**config.mk**
```make
export PLATFORM = sky130hd
export DESIGN_NAME = axi_packetizer
export DESIGN_NICKNAME = d
export VERILOG_FILES = /design/src/rtl/memoredf_pkg.sv /design/src/rtl/packet_arbiter_rr.sv /design/src/rtl/axi_packetizer.sv
export SDC_FILE = /design/constraint.sdc
export NUM_CORES = 2
export LEC_CHECK = 0
export BUFFER_PORTS_ARGS = -buffer_cell sky130_fd_sc_hd__buf_2
export CORE_AREA = 2 2 409 411
export DETAILED_ROUTE_END_ITERATION = 8
export DIE_AREA = 0 0 411 413
export PLACE_DENSITY = 0.35
export SLEW_MARGIN = 20
export SYNTH_ARGS = -nofsm -noshare
export SYNTH_HDL_FRONTEND = slang
export SYNTH_SLANG_ARGS = --single-unit
```
**constraint.sdc**
```tcl
create_clock -name S_AXI_ACLK -period 2.2 [get_ports S_AXI_ACLK]
set_input_delay 0.55 -clock S_AXI_ACLK [delete_from_list [all_inputs] [get_ports S_AXI_ACLK]]
set_output_delay 0.55 -clock S_AXI_ACLK [all_outputs]
set_load 0.02 [all_outputs]
```
**src/rtl/memoredf_pkg.sv**
```systemverilog
// Shared MemorEDF definitions: packet geometry, metadata struct, FSM states
// and the helper that lays a captured transaction out as a packet.
package memoredf_pkg;

  localparam int PACKET_W  = 678;
  localparam int META_W    = 101;
  localparam int MAX_BEATS = 4;
  localparam int DATA_W    = 128;
  localparam int STRB_W    = 16;

  // Bit positions inside the packet
  localparam int TYPE_BIT  = 677;   // 1 = write, 0 = read
  localparam int STRB_MSB  = 575;   // strobe of beat i at [STRB_MSB-16i -: 16]
  localparam int DATA_MSB  = 511;   // data of beat i at [DATA_MSB-128i -: 128]

  // Metadata block, MSB first; the Serializer decodes the same struct
  typedef struct packed {
    logic [39:0] addr;
    logic [15:0] id;
    logic [7:0]  len;
    logic [2:0]  size;
    logic [1:0]  burst;
    logic        lock;
    logic [3:0]  cache;
    logic [2:0]  prot;
    logic [3:0]  qos;
    logic [3:0]  region;
    logic [15:0] user;
  } meta_t;

  typedef enum logic [1:0] {
    ST_IDLE  = 2'd0,
    ST_WDATA = 2'd1,
    ST_PUSH  = 2'd2,
    ST_BRESP = 2'd3
  } state_t;

  // Slot 0 sits at the top of the strobe and data regions
  function automatic logic [PACKET_W-1:0] pack_packet(
    input logic                               typ,
    input meta_t                              m,
    input logic [MAX_BEATS-1:0][STRB_W-1:0]   s,
    input logic [MAX_BEATS-1:0][DATA_W-1:0]   d
  );
    logic [PACKET_W-1:0] p;
    p = '0;
    p[TYPE_BIT] = typ;
    p[TYPE_BIT-1 -: META_W] = m;
    for (int i = 0; i < MAX_BEATS; i++) begin
      p[STRB_MSB-STRB_W*i -: STRB_W] = s[i];
      p[DATA_MSB-DATA_W*i -: DATA_W] = d[i];
    end
    return p;
  endfunction

endpackage

```
**src/rtl/packet_arbiter_rr.sv**
```systemverilog
// Two-requester round-robin (write vs read) with a last-grant register.
// Comes out of reset pointing at read so that write wins the first tie.
module packet_arbiter_rr (
  input  logic clk,
  input  logic rst,
  input  logic req_w,
  input  logic req_r,
  input  logic upd,
  output logic gnt_w,
  output logic gnt_r
);

  logic last_r;

  assign gnt_w = req_w & (~req_r | last_r);
  assign gnt_r = req_r & ~gnt_w;

  // Remember which channel took the last accepted grant
  always_ff @(posedge clk) begin
    if (rst)      last_r <= 1'b1;
    else if (upd) last_r <= gnt_r;
  end

endmodule

```
**src/rtl/axi_packetizer.sv**
```systemverilog
// AXI4 slave front end: each AR or AW+W burst becomes one 678-bit packet
// on a valid/ready port; writes are posted with an OKAY B response after
// the packet handoff. One transaction in flight at a time.
module axi_packetizer
  import memoredf_pkg::*;
#(
  parameter int C_S_AXI_ID_WIDTH   = 16,
  parameter int C_S_AXI_ADDR_WIDTH = 40,
  parameter int C_S_AXI_DATA_WIDTH = 128,
  parameter int C_S_AXI_USER_WIDTH = 16,
  parameter int C_MAX_BEATS        = 4
) (
  input  logic                            S_AXI_ACLK,
  input  logic                            S_AXI_ARESET,
  input  logic [C_S_AXI_ID_WIDTH-1:0]     S_AXI_AWID,
  input  logic [C_S_AXI_ADDR_WIDTH-1:0]   S_AXI_AWADDR,
  input  logic [7:0]                      S_AXI_AWLEN,
  input  logic [2:0]                      S_AXI_AWSIZE,
  input  logic [1:0]                      S_AXI_AWBURST,
  input  logic                            S_AXI_AWLOCK,
  input  logic [3:0]                      S_AXI_AWCACHE,
  input  logic [2:0]                      S_AXI_AWPROT,
  input  logic [3:0]                      S_AXI_AWQOS,
  input  logic [3:0]                      S_AXI_AWREGION,
  input  logic [C_S_AXI_USER_WIDTH-1:0]   S_AXI_AWUSER,
  input  logic                            S_AXI_AWVALID,
  output logic                            S_AXI_AWREADY,
  input  logic [C_S_AXI_DATA_WIDTH-1:0]   S_AXI_WDATA,
  input  logic [C_S_AXI_DATA_WIDTH/8-1:0] S_AXI_WSTRB,
  input  logic                            S_AXI_WLAST,
  input  logic                            S_AXI_WVALID,
  output logic                            S_AXI_WREADY,
  output logic [C_S_AXI_ID_WIDTH-1:0]     S_AXI_BID,
  output logic [1:0]                      S_AXI_BRESP,
  output logic                            S_AXI_BVALID,
  input  logic                            S_AXI_BREADY,
  input  logic [C_S_AXI_ID_WIDTH-1:0]     S_AXI_ARID,
  input  logic [C_S_AXI_ADDR_WIDTH-1:0]   S_AXI_ARADDR,
  input  logic [7:0]                      S_AXI_ARLEN,
  input  logic [2:0]                      S_AXI_ARSIZE,
  input  logic [1:0]                      S_AXI_ARBURST,
  input  logic                            S_AXI_ARLOCK,
  input  logic [3:0]                      S_AXI_ARCACHE,
  input  logic [2:0]                      S_AXI_ARPROT,
  input  logic [3:0]                      S_AXI_ARQOS,
  input  logic [3:0]                      S_AXI_ARREGION,
  input  logic [C_S_AXI_USER_WIDTH-1:0]   S_AXI_ARUSER,
  input  logic                            S_AXI_ARVALID,
  output logic                            S_AXI_ARREADY,
  output logic                            valid,
  input  logic                            ready,
  output logic [PACKET_W-1:0]             packet,
  output logic                            len_error
);

  state_t                             state;
  meta_t                              meta_q;
  logic                               type_q;
  logic [MAX_BEATS-1:0][STRB_W-1:0]   strb_q;
  logic [MAX_BEATS-1:0][DATA_W-1:0]   data_q;
  logic [2:0]                         beat_cnt;   // saturating slot pointer
  logic [7:0]                         beat_idx;   // beat index for the WLAST/AWLEN check
  logic                               valid_q, bvalid_q;
  logic [C_S_AXI_ID_WIDTH-1:0]        bid_q;
  logic                               gnt_w, gnt_r, idle, aw_hs, ar_hs;
  meta_t                              aw_meta, ar_meta;

  assign aw_meta = {S_AXI_AWADDR, S_AXI_AWID, S_AXI_AWLEN, S_AXI_AWSIZE, S_AXI_AWBURST,
                    S_AXI_AWLOCK, S_AXI_AWCACHE, S_AXI_AWPROT, S_AXI_AWQOS,
                    S_AXI_AWREGION, S_AXI_AWUSER};
  assign ar_meta = {S_AXI_ARADDR, S_AXI_ARID, S_AXI_ARLEN, S_AXI_ARSIZE, S_AXI_ARBURST,
                    S_AXI_ARLOCK, S_AXI_ARCACHE, S_AXI_ARPROT, S_AXI_ARQOS,
                    S_AXI_ARREGION, S_AXI_ARUSER};

  // Ready lines are combinational but held low while reset is asserted
  assign idle          = (state == ST_IDLE) && !S_AXI_ARESET;
  assign S_AXI_AWREADY = idle & gnt_w;
  assign S_AXI_ARREADY = idle & gnt_r;
  assign S_AXI_WREADY  = (state == ST_WDATA) && !S_AXI_ARESET;
  assign aw_hs         = S_AXI_AWVALID & S_AXI_AWREADY;
  assign ar_hs         = S_AXI_ARVALID & S_AXI_ARREADY;

  assign S_AXI_BVALID  = bvalid_q;
  assign S_AXI_BID     = bid_q;
  assign S_AXI_BRESP   = 2'b00;
  assign valid         = valid_q;
  assign packet        = pack_packet(type_q, meta_q, strb_q, data_q);

  packet_arbiter_rr u_arb (
    .clk   (S_AXI_ACLK),
    .rst   (S_AXI_ARESET),
    .req_w (S_AXI_AWVALID),
    .req_r (S_AXI_ARVALID),
    .upd   (aw_hs | ar_hs),
    .gnt_w (gnt_w),
    .gnt_r (gnt_r)
  );

  // Transaction FSM: capture address, collect beats, hand off, respond
  always_ff @(posedge S_AXI_ACLK) begin
    if (S_AXI_ARESET) begin
      state     <= ST_IDLE;
      meta_q    <= '0;
      type_q    <= 1'b0;
      strb_q    <= '0;
      data_q    <= '0;
      beat_cnt  <= '0;
      beat_idx  <= '0;
      valid_q   <= 1'b0;
      bvalid_q  <= 1'b0;
      bid_q     <= '0;
      len_error <= 1'b0;
    end else begin
      case (state)
        ST_IDLE: begin
          if (aw_hs) begin
            meta_q   <= aw_meta;
            type_q   <= 1'b1;
            strb_q   <= '0;
            data_q   <= '0;
            beat_cnt <= '0;
            beat_idx <= '0;
            state    <= ST_WDATA;
          end else if (ar_hs) begin
            meta_q   <= ar_meta;
            type_q   <= 1'b0;
            strb_q   <= '0;
            data_q   <= '0;
            valid_q  <= 1'b1;
            state    <= ST_PUSH;
          end
        end
        ST_WDATA: begin
          if (S_AXI_WVALID) begin
            // Beats past the last slot are accepted but dropped
            if (beat_cnt < 3'(C_MAX_BEATS)) begin
              strb_q[beat_cnt[1:0]] <= S_AXI_WSTRB;
              data_q[beat_cnt[1:0]] <= S_AXI_WDATA;
              beat_cnt              <= beat_cnt + 3'd1;
            end else begin
              len_error <= 1'b1;
            end
            beat_idx <= beat_idx + 8'd1;
            if (S_AXI_WLAST) begin
              if (beat_idx != meta_q.len) len_error <= 1'b1;
              valid_q <= 1'b1;
              state   <= ST_PUSH;
            end
          end
        end
        ST_PUSH: begin
          if (ready) begin
            valid_q <= 1'b0;
            if (type_q) begin
              bvalid_q <= 1'b1;
              bid_q    <= meta_q.id;
              state    <= ST_BRESP;
            end else begin
              state    <= ST_IDLE;
            end
          end
        end
        ST_BRESP: begin
          if (S_AXI_BREADY) begin
            bvalid_q <= 1'b0;
            state    <= ST_IDLE;
          end
        end
        default: state <= ST_IDLE;
      endcase
    end
  end

endmodule
```
[After elaboration in Yosys (flattened, before gate mapping)]
Cells that the tools add are included.
Storage, ports and cells
  register bits: 711
  latch bits: 0
  RAM bits: 0
  ROM bits: 0
  output and inout port bits: 702
  logic and storage cells: 123
  memories kept: 0
Cells by class
  add/sub/neg operators: 2
  multipliers: 0
  divide/modulo/power cells: 0
  $lt $le $gt $ge: 3
  equality and inequality tests: 14
  shifts and indexed selects: 0
  muxes and demuxes: 48
  bitwise gates (word level): 10
  reductions and logical operators: 18
Operator list (number)
  512-bit two-way mux: 4
  512-bit case mux with 2 select lines: 1
  512-bit bitwise mux: 1
  128-bit demux with 2-bit select: 1
  64-bit two-way mux: 4
  101-bit two-way mux: 2
  128-bit two-way mux: 1
  64-bit case mux with 2 select lines: 1
  64-bit bitwise mux: 1
  16-bit demux with 2-bit select: 1
  16-bit two-way mux: 1
  8-bit two-way mux: 2
  2-bit inequality test, second input constant: 8
  8-bit case mux with 2 select lines: 1
  2-bit two-way mux: 7
  1-bit two-way mux: 13
  4-bit AND reduction: 3
  3-bit two-way mux: 3
  8-bit by 1-bit adder with 8-bit output, second input constant: 1
  8-bit inequality test: 1
  2-bit case mux with 4 select lines: 1
  1-bit bitwise AND: 6
  3-bit case mux with 2 select lines: 1
  3-bit AND reduction: 2
  other kinds (20): 28

[Depth between registers and ports, before layout]
  word-level depth: 10
  mapped depth: 8
  gate-level depth less buffers: 5

[Cells and area by module]
From an unflattened synthesis, not the netlist that was laid out.
Second synthesis, totals
  cells, all modules: 2113
  area, all modules: 24762.5 µm²
Modules (own cells, without submodules)
  axi_packetizer: instances 1, cells each 2107, area an instance 24708.7 µm², sequential area each 14213.6 µm²
  packet_arbiter_rr: instances 1, cells each 6, area an instance 53.8 µm², sequential area each 20.0 µm²

[Worst setup path before layout]
No wires, ideal clock.
  path type: input to output
  start point: input S_AXI_ARESET
  end point: output S_AXI_WREADY
  arrival time: 1310 ps
  data required time: 1650 ps
  path slack: 340 ps
  stages on the path: 3
  buffers on the path: 2
  cells stage by stage: buf_2 -> clkbuf_1 -> nor2_1
On the way
  longest elaborated chain between the ends: 2
Ends and longest elaborated chain
  start: declaration: RTL line axi_packetizer.sv:14  | input logic S_AXI_ARESET,
  1-bit logical NOT: RTL line axi_packetizer.sv:79  | assign S_AXI_WREADY = (state == ST_WDATA) && !S_AXI_ARESET;
  1-bit logical AND: RTL line axi_packetizer.sv:79
  end: declaration: RTL line axi_packetizer.sv:32  | output logic S_AXI_WREADY,
No other way between the ends.

[Final worst setup path]
  start point: register state[0]
  end point: output S_AXI_ARREADY
On the way
  longest elaborated chain between the ends: 3
Ends and longest elaborated chain
  start: declaration: RTL line axi_packetizer.sv:56  | state_t state;
  start signal: assignment: RTL line axi_packetizer.sv:102  | state <= ST_IDLE;
  start signal: assignment: RTL line axi_packetizer.sv:123  | state <= ST_WDATA;
  start signal: assignment: RTL line axi_packetizer.sv:130  | state <= ST_PUSH;
  2-bit logical NOT: RTL line axi_packetizer.sv:76  | assign idle = (state == ST_IDLE) && !S_AXI_ARESET;
  1-bit logical AND: RTL line axi_packetizer.sv:76
  1-bit bitwise AND: RTL line axi_packetizer.sv:78  | assign S_AXI_ARREADY = idle & gnt_r;
  end: declaration: RTL line axi_packetizer.sv:49  | output logic S_AXI_ARREADY,
No other way between the ends.

==> run_summary.xml <==
<?xml version="1.0" encoding="UTF-8"?>
<metrics>
  <group name="place">
    <metric name="postPlaceCellArea" unit="um2">35400</metric>
    <metric name="numPortBuffers" unit="">1053</metric>
    <metric name="pre_cts_ws" unit="ns">0.0536</metric>
    <metric name="place.gp.congestion" unit="">0.823</metric>
    <metric name="dp.final_hpwl" unit="mm">112</metric>
    <metric name="placed_cells" unit="">6436</metric>
  </group>
  <group name="hold_path">
    <metric name="hold_class" unit="">in2reg</metric>
  </group>
  <group name="global_route">
    <metric name="vias_in_the_first_global_route" unit="">27382</metric>
    <metric name="grt_first_pass_wirelength" unit="mm">207</metric>
    <metric name="grtUsageTotal" unit="%">16.7</metric>
    <metric name="globalRouteMet2Util" unit="%">29.6</metric>
    <metric name="antenna_found_initial" unit="">23</metric>
    <metric name="met1_usage" unit="%">19.8</metric>
    <metric name="grt_max_degree" unit="">148</metric>
    <metric name="use_met3" unit="%">3.74</metric>
    <metric name="grt.busiest_layer" unit="">met2</metric>
    <metric name="grt.overflow.total" unit="">0</metric>
  </group>
  <group name="worst_setup_path">
    <metric name="crit_cells" unit="">4</metric>
    <metric name="critical_path.max_stage_delay" unit="ns">0.36</metric>
    <metric name="rr_worst_depth" unit="">8</metric>
    <metric name="regToRegEndpoint" unit="">packet[147]$_SDFFE_PP0P_</metric>
    <metric name="category_of_the_worst_setup_path_launch_point" unit="">flip-flop</metric>
    <metric name="ff2ff_setup_slack" unit="ns">0.27</metric>
    <metric name="worstReg2RegStart" unit="">state[1]$_SDFFE_PP0P_</metric>
    <metric name="path_class" unit="">reg2out</metric>
    <metric name="crit_start" unit="">state[0]$_SDFFE_PP0P_</metric>
    <metric name="crit_chain" unit="">nor3_4 &gt; buf_6 &gt; and2_4 &gt; buf_6</metric>
    <metric name="cp_data_arrival_time" unit="ns">1.65</metric>
    <metric name="endpoint" unit="">S_AXI_ARREADY</metric>
    <metric name="worst_path_max_delay_cell" unit="">sky130_fd_sc_hd__dfxtp_4</metric>
    <metric name="worst_path_dominant_cell_family" unit="">flip-flops</metric>
    <metric name="path_buf_inv" unit="">2</metric>
    <metric name="worstPathRequired" unit="ns">1.65</metric>
    <metric name="critical_path.max_fanout" unit="">4</metric>
    <metric name="worst_path_most_repeated_cell" unit="">sky130_fd_sc_hd__buf_6</metric>
    <metric name="end_kind" unit="">output port</metric>
  </group>
  <group name="floorplanning">
    <metric name="ioPinCount" unit="">1056</metric>
    <metric name="floorplan.die.width" unit="um">411</metric>
    <metric name="die-height" unit="um">413</metric>
    <metric name="placeableCoreArea" unit="um2">166000</metric>
    <metric name="core.rowCount" unit="">150</metric>
    <metric name="floorplan.initialDensity" unit="%">16.0</metric>
    <metric name="dieArea" unit="um2">170000</metric>
  </group>
  <group name="synthesis">
    <metric name="synthTopCellsByArea" unit="">sky130_fd_sc_hd__dfxtp_1 53%, sky130_fd_sc_hd__nand2_1 12%, sky130_fd_sc_hd__a21oi_1 11%</metric>
    <metric name="synth_cell_type_count" unit="">49</metric>
    <metric name="avgSynthCellArea" unit="um2">8.00</metric>
    <metric name="synthArstFlopShare" unit="%">0</metric>
    <metric name="yosys_most_used_dff" unit="">sky130_fd_sc_hd__dfxtp_1</metric>
    <metric name="yosysSeqAreaShare" unit="%">53.5</metric>
    <metric name="synth-edff-count" unit="">0</metric>
    <metric name="postSynthRegisterBits" unit="">711</metric>
    <metric name="syn-instance-count" unit="">3329</metric>
    <metric name="yosys.area.top_type" unit="">sky130_fd_sc_hd__dfxtp_1</metric>
    <metric name="yosys_warnings" unit="">0</metric>
    <metric name="synth_largest_type_area_fraction" unit="%">53.5</metric>
    <metric name="mappedNetlistArea" unit="um2">26600</metric>
  </group>
  <group name="sta">
    <metric name="finalCritPeriodShare" unit="%">100</metric>
    <metric name="fin_hold_ws" unit="ns">0.0962</metric>
    <metric name="slew_viol_final" unit="">0</metric>
    <metric name="max_freq" unit="MHz">454</metric>
    <metric name="finalSetupViolCount" unit="">1</metric>
    <metric name="post-route-worst-setup-slack" unit="ns">-0.000828</metric>
    <metric name="finalCriticalPeriod" unit="ns">2.20</metric>
    <metric name="totalNegativeSetupSlack" unit="ns">-0.000828</metric>
    <metric name="unrepaired_setup_endpoints_after_global_routing" unit="">yes</metric>
    <metric name="finalHoldViolations" unit="">0</metric>
    <metric name="worst_clock_skew" unit="ns">0.0291</metric>
    <metric name="worst_pin_slew" unit="ns">0.771</metric>
    <metric name="timing.max_slew.rel_slack" unit="%">48.6</metric>
  </group>
  <group name="cts">
    <metric name="numClockSinks" unit="">711</metric>
    <metric name="cts-buffers-inserted" unit="">91</metric>
    <metric name="clock_tree.htree_level_count" unit="">3</metric>
    <metric name="clock_tree_root" unit="">sky130_fd_sc_hd__clkbuf_16</metric>
    <metric name="clk_pin_slew_worst_paths" unit="ns">0.06</metric>
    <metric name="clock_path_buffers" unit="">3</metric>
    <metric name="cts_tree" unit="">yes</metric>
    <metric name="worst_skew_pair.late_latency" unit="ns">0.71</metric>
  </group>
  <group name="detailed_routing">
    <metric name="antenna_left" unit="">0</metric>
    <metric name="post_drt_wl_per_cell" unit="um">22.6</metric>
    <metric name="first_iter_violations" unit="">1852</metric>
    <metric name="postRouteWirelength" unit="mm">150</metric>
    <metric name="firstDrtPassIters" unit="">5</metric>
    <metric name="drc_violations_left" unit="">0</metric>
    <metric name="routed_via_density" unit="">4.28</metric>
    <metric name="dr_total_vias" unit="">28286</metric>
  </group>
  <group name="final_layout">
    <metric name="layout-drive-gt1-share" unit="%">31.7</metric>
    <metric name="fin_area" unit="um2">38700</metric>
    <metric name="storage_cell_area" unit="um2">14200</metric>
    <metric name="final_core_util" unit="%">23.3</metric>
    <metric name="n_fill_cell" unit="">18729</metric>
    <metric name="nets" unit="">4693</metric>
    <metric name="multi_input_comb_area" unit="um2">11000</metric>
    <metric name="area.growth.synth_to_final" unit="%">45.3</metric>
    <metric name="layoutNonFillerInstCount" unit="">6614</metric>
  </group>
  <group name="power_and_ir_drop">
    <metric name="p_leak" unit="nW">15.8</metric>
    <metric name="power.share.switching" unit="%">33.5</metric>
    <metric name="netSwitchingPower" unit="mW">12.9</metric>
    <metric name="clock_power_share" unit="%">40.3</metric>
    <metric name="seqPwrFrac" unit="%">37.2</metric>
    <metric name="ir_worst_vdd" unit="uV">541</metric>
    <metric name="share_comb_of_total_power" unit="%">22.5</metric>
    <metric name="internal-power" unit="mW">25.7</metric>
    <metric name="cellPowerDensity" unit="nW/um2">1000</metric>
    <metric name="power" unit="mW">38.7</metric>
  </group>
  <group name="outcome">
    <metric name="status" unit="">complete, but fails checks</metric>
    <metric name="failing_checks" unit="">setup timing</metric>
  </group>
  <group name="run">
    <metric name="drv.max_cap_violation_count" unit="">0</metric>
  </group>
</metrics>
-- power groups by stage --
stage               clock (mW)  sequential, mW  combinational [mW]
floorplan                    0            15.4                3.55
global placement             0            14.7                8.72
detailed placement           0            14.7                8.70
CTS                       16.1            14.4                8.89
global route              16.6            14.5                9.38
finish                    15.6            14.4                8.71
-- worst min-delay path: stages --
cell                       delay [ns]
sky130_fd_sc_hd__buf_2           0.10
sky130_fd_sc_hd__nand2_1         0.05
sky130_fd_sc_hd__a311oi_1        0.07
-- sequential cells by signal, summed over array words and instances (netlist names) --
register / flops
packet: 677
S_AXI_BID: 16
beat_idx: 8
beat_cnt: 3
state: 2
S_AXI_BVALID: 1
len_error: 1
type_q: 1
u_arb.last_r: 1
valid: 1
-- cells by family (layout without fill, tap and decap cells) --
| family | Yosys count | in the layout | synth area share, % |
|---|---|---|---|
| flip-flops | 711 | 711 | 53.5 |
| multiplexers | 4 | 4 | 0.150 |
| AND/OR/NAND/NOR | 1543 | 1543 | 24.9 |
| buffers and inverters | 327 | 1400 | 5.61 |
| AO/OA/AOI/OAI | 730 | 730 | 15.4 |
| XOR/XNOR | 8 | 8 | 0.263 |
| other | 1 | 9 | 0.0141 |
| adder cells (fa/ha/maj) | 5 | 5 | 0.235 |
-- placed cells by master (no fill, tap or decap), drive strengths merged, types with 2 or more instances in the layout --
| master | count |
|---|---|
| a311oi | 101 |
| xnor2 | 8 |
| and2 | 6 |
| or3 | 5 |
| a21oi | 604 |
| diode | 7 |
| nand4 | 3 |
| nand3 | 579 |
| conb | 2 |
| nand2 | 827 |
| clkinvlp | 3 |
| mux2i | 4 |
| nor2 | 108 |
| o21ai | 8 |
| nand2b | 4 |
| ha | 5 |
| inv | 8 |
| clkbuf | 135 |
| o31ai | 2 |
| clkinv | 17 |
| or4 | 2 |
| dfxtp | 711 |
| nor2b | 2 |
| o211ai | 3 |
| buf | 1231 |
| bufinv | 6 |
-- final cells by class --
class,count,area share (%)
diodes,7,0.0453
clock buffers,135,6.99
clock inverters,27,0.983
inverters,7,0.100
multi-input cells,2292,28.5
flip-flops and latches,711,36.8
well taps,2204,7.13
repair buffers,1231,19.5
-- worst min path at each step --
stage	slack, ns	to	cells after the start	startpoint
3_3_place_gp	0.44	S_AXI_BID[12]$_SDFFE_PP0P_	2	S_AXI_BID[12]$_SDFFE_PP0P_
3_5_place_dp	0.44	S_AXI_BID[12]$_SDFFE_PP0P_	2	S_AXI_BID[12]$_SDFFE_PP0P_
6_report	0.1	packet[614]$_SDFFE_PP0P_	3	S_AXI_AWLEN[1]
5_1_grt	0.04	packet[608]$_SDFFE_PP0P_	3	S_AXI_AWBURST[0]
2_1_floorplan	0.47	beat_cnt[1]$_SDFFE_PP0P_	2	beat_cnt[1]$_SDFFE_PP0P_
4_1_cts	0.002	packet[614]$_SDFFE_PP0P_	3	S_AXI_AWLEN[1]
-- per-layer routing --
metal / vias up / wire [um]
li1: 13427 / -
met1: 13739 / 60800
met2: 906 / 75600
met3: 196 / 9080
met4: 18 / 4160
met5: - / 129
-- Yosys cell counts (2+ instances only) --
cell                       instances
sky130_fd_sc_hd__a21oi_1         604
sky130_fd_sc_hd__a311oi_1        101
sky130_fd_sc_hd__and2_1            6
sky130_fd_sc_hd__buf_1            32
sky130_fd_sc_hd__buf_2            90
sky130_fd_sc_hd__buf_4            39
sky130_fd_sc_hd__clkbuf_1        158
sky130_fd_sc_hd__dfxtp_1         711
sky130_fd_sc_hd__ha_1              5
sky130_fd_sc_hd__inv_1             6
sky130_fd_sc_hd__mux2i_1           4
sky130_fd_sc_hd__nand2_1         823
sky130_fd_sc_hd__nand2_2           4
sky130_fd_sc_hd__nand2b_1          4
sky130_fd_sc_hd__nand3_1         578
sky130_fd_sc_hd__nand4_1           3
sky130_fd_sc_hd__nor2_1          108
sky130_fd_sc_hd__nor2b_1           2
sky130_fd_sc_hd__o211ai_1          3
sky130_fd_sc_hd__o21ai_0           6
sky130_fd_sc_hd__o31ai_1           2
sky130_fd_sc_hd__or3_1             5
sky130_fd_sc_hd__or4_1             2
sky130_fd_sc_hd__xnor2_1           8
-- what timing repair did --
| action | CTS | global route |
|---|---|---|
| resized for setup | 20 | 2 |
| hold buffers | 0 | 0 |
| gates cloned | 0 | 0 |
| endpoints found under the setup margin | 4 | 3 |
| pin swaps | 3 | 0 |
| setup buffers | 9 | 0 |
Power figures use the tool's default switching activity.
